--- config.mk ---
export PLATFORM = sky130hd
export DESIGN_NAME = ram_arbiter
export DESIGN_NICKNAME = d
export VERILOG_FILES = /design/src/rtl/ram_arbiter.sv
export SDC_FILE = /design/constraint.sdc
export NUM_CORES = 1
export LEC_CHECK = 0
export CAP_MARGIN = 20
export CORE_ASPECT_RATIO = 1.2
export CORE_UTILIZATION = 40
export CTS_CLUSTER_DIAMETER = 100
export DETAILED_ROUTE_END_ITERATION = 12
export PLACE_DENSITY = 0.79
export SETUP_SLACK_MARGIN = 0.05
export SYNTH_ARGS = -nofsm -noshare
export SYNTH_HDL_FRONTEND = slang
export SYNTH_SLANG_ARGS = --single-unit
--- constraint.sdc ---
create_clock -name clk -period 1.6 [get_ports clk]
set_input_delay 0.24 -clock clk [delete_from_list [all_inputs] [get_ports clk]]
set_output_delay 0.24 -clock clk [all_outputs]
set_load 0.1 [all_outputs]
--- src/rtl/ram_arbiter.sv ---
// Two-port (CPU, DMA) arbiter onto one synchronous 8-bit RAM; fixed 3-cycle IDLE/ACCESS/DONE access, ack in DONE.
// Requesters hold req until ack; ARB_ROUND_ROBIN_EN selects round-robin instead of CPU-first priority.
module ram_arbiter #(
    parameter int ADDR_WIDTH = 13
) (
    input  logic                  clk,
    input  logic                  reset_n,
    input  logic                  cpu_req,
    input  logic                  cpu_we,
    input  logic [ADDR_WIDTH-1:0] cpu_addr,
    input  logic [7:0]            cpu_wdata,
    output logic [7:0]            cpu_rdata,
    output logic                  cpu_ack,
    output logic                  cpu_wait_n,
    input  logic                  dma_req,
    input  logic                  dma_we,
    input  logic [ADDR_WIDTH-1:0] dma_addr,
    input  logic [7:0]            dma_wdata,
    output logic [7:0]            dma_rdata,
    output logic                  dma_ack,
    output logic [ADDR_WIDTH-1:0] ram_addr,
    output logic                  ram_we,
    output logic                  ram_rd,
    output logic [7:0]            ram_wdata,
    input  logic [7:0]            ram_rdata
);

    typedef enum logic [1:0] {IDLE, ACCESS, DONE} state_t;

    state_t                  state_q, state_d;
    logic                    gnt_dma_q, gnt_dma_d;
    logic                    op_rd_q, op_rd_d;
    logic [ADDR_WIDTH-1:0]   ram_addr_q, ram_addr_d;
    logic [7:0]              ram_wdata_q, ram_wdata_d;
    logic                    ram_we_q, ram_we_d;
    logic                    ram_rd_q, ram_rd_d;
    logic                    cpu_ack_q, cpu_ack_d;
    logic                    dma_ack_q, dma_ack_d;
    logic [7:0]              cpu_rdata_q, cpu_rdata_d;
    logic [7:0]              dma_rdata_q, dma_rdata_d;
    logic                    cpu_armed_q, cpu_armed_d;
    logic                    dma_armed_q, dma_armed_d;
    logic                    cpu_clr, dma_clr;
    logic                    cpu_elig, dma_elig, pick_dma, sel_we;

    assign cpu_elig = cpu_req & cpu_armed_q;
    assign dma_elig = dma_req & dma_armed_q;

`ifdef ARB_ROUND_ROBIN_EN
    logic last_dma_q, last_dma_d;
    // On a tie the port that did not win last time goes first.
    assign pick_dma = dma_elig & (~cpu_elig | ~last_dma_q);
`else
    assign pick_dma = dma_elig & ~cpu_elig;
`endif

    assign sel_we = pick_dma ? dma_we : cpu_we;

    always_comb begin
        state_d     = state_q;
        gnt_dma_d   = gnt_dma_q;
        op_rd_d     = op_rd_q;
        ram_addr_d  = ram_addr_q;
        ram_wdata_d = ram_wdata_q;
        ram_we_d    = 1'b0;
        ram_rd_d    = 1'b0;
        cpu_ack_d   = 1'b0;
        dma_ack_d   = 1'b0;
        cpu_rdata_d = cpu_rdata_q;
        dma_rdata_d = dma_rdata_q;
        cpu_clr     = 1'b0;
        dma_clr     = 1'b0;
`ifdef ARB_ROUND_ROBIN_EN
        last_dma_d  = last_dma_q;
`endif
        case (state_q)
            IDLE: begin
                if (cpu_elig | dma_elig) begin
                    state_d     = ACCESS;
                    gnt_dma_d   = pick_dma;
                    op_rd_d     = ~sel_we;
                    ram_addr_d  = pick_dma ? dma_addr : cpu_addr;
                    ram_wdata_d = pick_dma ? dma_wdata : cpu_wdata;
                    ram_we_d    = sel_we;
                    ram_rd_d    = ~sel_we;
`ifdef ARB_ROUND_ROBIN_EN
                    last_dma_d  = pick_dma;
`endif
                end
            end
            ACCESS: begin
                state_d   = DONE;
                cpu_ack_d = ~gnt_dma_q;
                dma_ack_d = gnt_dma_q;
            end
            DONE: begin
                // RAM read data is valid in this cycle; capture it at the DONE->IDLE edge.
                state_d = IDLE;
                if (gnt_dma_q) begin
                    dma_clr = 1'b1;
                    if (op_rd_q) dma_rdata_d = ram_rdata;
                end else begin
                    cpu_clr = 1'b1;
                    if (op_rd_q) cpu_rdata_d = ram_rdata;
                end
            end
            default: state_d = IDLE;
        endcase
        // A dropped req re-arms the port, so a req held past its ack is served only once.
        cpu_armed_d = ~cpu_req | (cpu_armed_q & ~cpu_clr);
        dma_armed_d = ~dma_req | (dma_armed_q & ~dma_clr);
    end

    always_ff @(posedge clk or negedge reset_n) begin
        if (!reset_n) begin
            state_q     <= IDLE;
            gnt_dma_q   <= 1'b0;
            op_rd_q     <= 1'b0;
            ram_addr_q  <= '0;
            ram_wdata_q <= 8'h00;
            ram_we_q    <= 1'b0;
            ram_rd_q    <= 1'b0;
            cpu_ack_q   <= 1'b0;
            dma_ack_q   <= 1'b0;
            cpu_rdata_q <= 8'h00;
            dma_rdata_q <= 8'h00;
            cpu_armed_q <= 1'b1;
            dma_armed_q <= 1'b1;
`ifdef ARB_ROUND_ROBIN_EN
            last_dma_q  <= 1'b1;
`endif
        end else begin
            state_q     <= state_d;
            gnt_dma_q   <= gnt_dma_d;
            op_rd_q     <= op_rd_d;
            ram_addr_q  <= ram_addr_d;
            ram_wdata_q <= ram_wdata_d;
            ram_we_q    <= ram_we_d;
            ram_rd_q    <= ram_rd_d;
            cpu_ack_q   <= cpu_ack_d;
            dma_ack_q   <= dma_ack_d;
            cpu_rdata_q <= cpu_rdata_d;
            dma_rdata_q <= dma_rdata_d;
            cpu_armed_q <= cpu_armed_d;
            dma_armed_q <= dma_armed_d;
`ifdef ARB_ROUND_ROBIN_EN
            last_dma_q  <= last_dma_d;
`endif
        end
    end

    assign ram_addr   = ram_addr_q;
    assign ram_wdata  = ram_wdata_q;
    assign ram_we     = ram_we_q;
    assign ram_rd     = ram_rd_q;
    assign cpu_ack    = cpu_ack_q;
    assign dma_ack    = dma_ack_q;
    assign cpu_rdata  = cpu_rdata_q;
    assign dma_rdata  = dma_rdata_q;
    assign cpu_wait_n = ~(cpu_req & cpu_armed_q & ~cpu_ack_q);

endmodule
==> results by group <==
Outcome
  • Status: complete, no violations

Synth
  • Mapped Avg Cell Area: 14.3 sq um
  • Cell taking the most area after synthesis: dfrtp_1
  • Yosys warnings: 0
  • Post-Syn Instances: between 100 and 150
  • Flops & latches, synth: 47
  • Sequential share of the synthesized area: 0.588
  • Yosys cell types: 25
  • Post-Syn Area: around 2000 sq um
  • Share of the synthesized area in the top cell type: 0.562
  • Synth Net Count: just under 200
  • Dominant cells by area after synthesis: dfrtp_1 56%, mux2_4 12%, o221a_1 9.6%

Clocking
  • Clock Tree Buf Depth: 2
  • Setup bufs post-CTS: 0
  • Worst skew pair latency: 0.30 ns
  • Total CTS buffers: 5
  • TritonCTS clock tree: yes
  • Clock sinks: 47
  • Clk slew on worst S/H paths: 0.09 ns
  • Total number of H-tree levels: 2
  • CTS Root Cell: clkbuf_8

Floorplan
  • Core area: 4700 sq um
  • Initial core utilization: 0.427
  • Die area: 5300 sq um
  • IO Pins: 98
  • Cell row count: 27
  • Die X: 66.6 um
  • Die height: just under 80 um

GRT
  • First-pass GRT wire length: 7830 um
  • Tot GR Track Use: 0.201
  • Initial antenna violation count: 0
  • Number of global-route vias before repair: roughly 1700
  • Largest net degree at the start of global routing: 48
  • Total grt overflow: 0

Drt
  • # DRC: 0
  • Drt via density: 5.08
  • Total Wirelength: roughly 4800 um
  • DR iter-0 viols: 56
  • WL per Instance: 15.7 um
  • Vias: between 1500 and 2000
  • DRT Pass-1 Iters: 3
  • Antenna Nets Post-Route: 0

Finish
  • Share of cells above drive strength 1: 0.360
  • Layout fillers: 282
  • # nets final: 302
  • Synth-to-Final Area Change: 84.6%
  • Storage cell area: 1180 sq um
  • Post-route insts no fill: 305
  • Footprint of the multi-input gates: roughly 780 sq um
  • Diode count: 0

Worst setup path
  • Crit path max fanout: 4
  • Critical Path RT: 1.36 ns
  • Arrival @ worst endpoint: between 1 and 1.5 ns
  • Setup slack, reg-to-reg: 0.13 ns
  • Worst R2R End: dma_rdata[0]
  • CP Capture Type: output port
  • Crit path kind: register to output port
  • R2R cell count: 3
  • Reg2reg start: state_q[0]
  • CP startpoint kind: register

Flow run
  • Max_cap viols: 0

Worst hold path
  • Worst hold path class: primary input to async pin

STA
  • RSZ-0062 raised after global routing: false
  • Slew Viols, Final: 0
  • Hold WS: between 0.4 and 0.5 ns
  • Clock skew: 0.00786 ns
  • Worst slew pin tran: approximately 0.29 ns
  • Fin. Hold Viols: 0
  • Slew margin rel.: 0.806
  • Final worst path period share: 0.934
  • Min cycle time layout: 1.49 ns
  • Final setup viols: 0
  • FMAX: 0.669 GHz

Placement
  • Post-DP HPWL: 3700 um
  • Buffers on Ports: 97
  • Dpl cells: 296
  • Final Wtd Congestion: 0.721
[layout make-up]
type / count / share of cell area
clock buffers: 5 / 0.0186
well taps: 58 / 0.0196
multi-input cells: 84 / 0.212
flip-flops and latches: 47 / 0.319
inverters: 2 / 0.00203
repair buffers: 106 / 0.411
clock inverters: 3 / 0.0183
[stage by stage]
stage	util	cell area (sq um)	TNS (ns)	setup WS, ns
CTS	0.787	3690	0	0.0563
floorplan	-	2010	0	0.145
detailed placement	0.756	3550	-0.341	-0.0441
finish	0.787	3700	0	0.106
global placement	0.756	3550	-0.0577	-0.0151
global route	0.787	3700	0	0.0708
[worst max-delay path: stages, from the launching register on]
cell and delay, ns:
dfstp_2 0.56, and2_4 0.16, nand2b_2 0.07, buf_12 0.17
[cells by family (layout without fill, tap and decap cells)]
logic type | after synthesis | in the layout | share of synthesized area
AO/OA/AOI/OAI | 28 | 28 | 0.142
buffers and inverters | 9 | 116 | 0.0237
flip-flops | 47 | 47 | 0.588
multiplexers | 16 | 16 | 0.120
AND/OR/NAND/NOR | 40 | 40 | 0.126
[how the worst max path moves through the flow]
stage / startpoint / to / cells past startpoint
after floorplan: cpu_ack / cpu_wait_n / 1
after global placement: cpu_req / ram_addr[10] / 5
after detailed placement: cpu_req / ram_addr[11] / 5
after CTS: cpu_armed_q / cpu_wait_n / 3
after global routing: state_q[0] / dma_rdata[6] / 3
final: cpu_armed_q / cpu_wait_n / 3
[repair_timing]
| item | in CTS | in global routing |
|---|---|---|
| resized for setup | 0 | 2 |
| hold buffers | 1 | 0 |
| endpoints found under the hold margin | 45 | 0 |
| setup endpoints to repair | 0 | 8 |
[cell usage after synthesis (all sizes together)]
library cell,instances
nand4,2
a21boi,2
and2,3
dfrtp,45
clkbuf,1
inv,2
nand3b,1
nor2,1
nor2b,1
nor3,1
o221a,21
or2,1
buf,6
o221ai,1
nand2,5
nand2b,24
and4bb,1
o21ai,4
mux2,16
dfstp,2
[metal layers]
layer	track usage	vias up	routed length, um
met3	0.0814	5	461
met4	0.0638	0	59
met1	0.207	739	1840
li1	-	723	-
met2	0.361	81	2440
met5	0	-	0
[cells in the final DEF, fill, tap and decap left out, types with 2 or more instances in the layout]
master / netlist / final
bufinv_16: 0 / 2
nand4_1: 2 / 2
clkdlybuf4s50_1: 0 / 54
clkbuf_8: 0 / 5
dfrtp_1: 45 / 44
o221a_2: 4 / 4
and2_1: 3 / 2
buf_4: 0 / 3
nand2_1: 5 / 5
mux2_4: 16 / 16
o221a_1: 17 / 17
o21ai_0: 3 / 3
buf_12: 0 / 47
nand2b_1: 24 / 23
dfstp_2: 2 / 2
[sequential cells by signal, summed over array words and instances (netlist names)]
register / flops
cpu_ack: 1
ram_rd: 1
state_q: 2
cpu_rdata: 8
ram_addr: 13
dma_ack: 1
op_rd_q: 1
ram_we: 1
dma_rdata: 8
dma_armed_q: 1
gnt_dma_q: 1
cpu_armed_q: 1
ram_wdata: 8
Power is left out: the tool's default activity adds up to more than one toggle a clock period on the data nets, which glitch-free logic cannot reach.
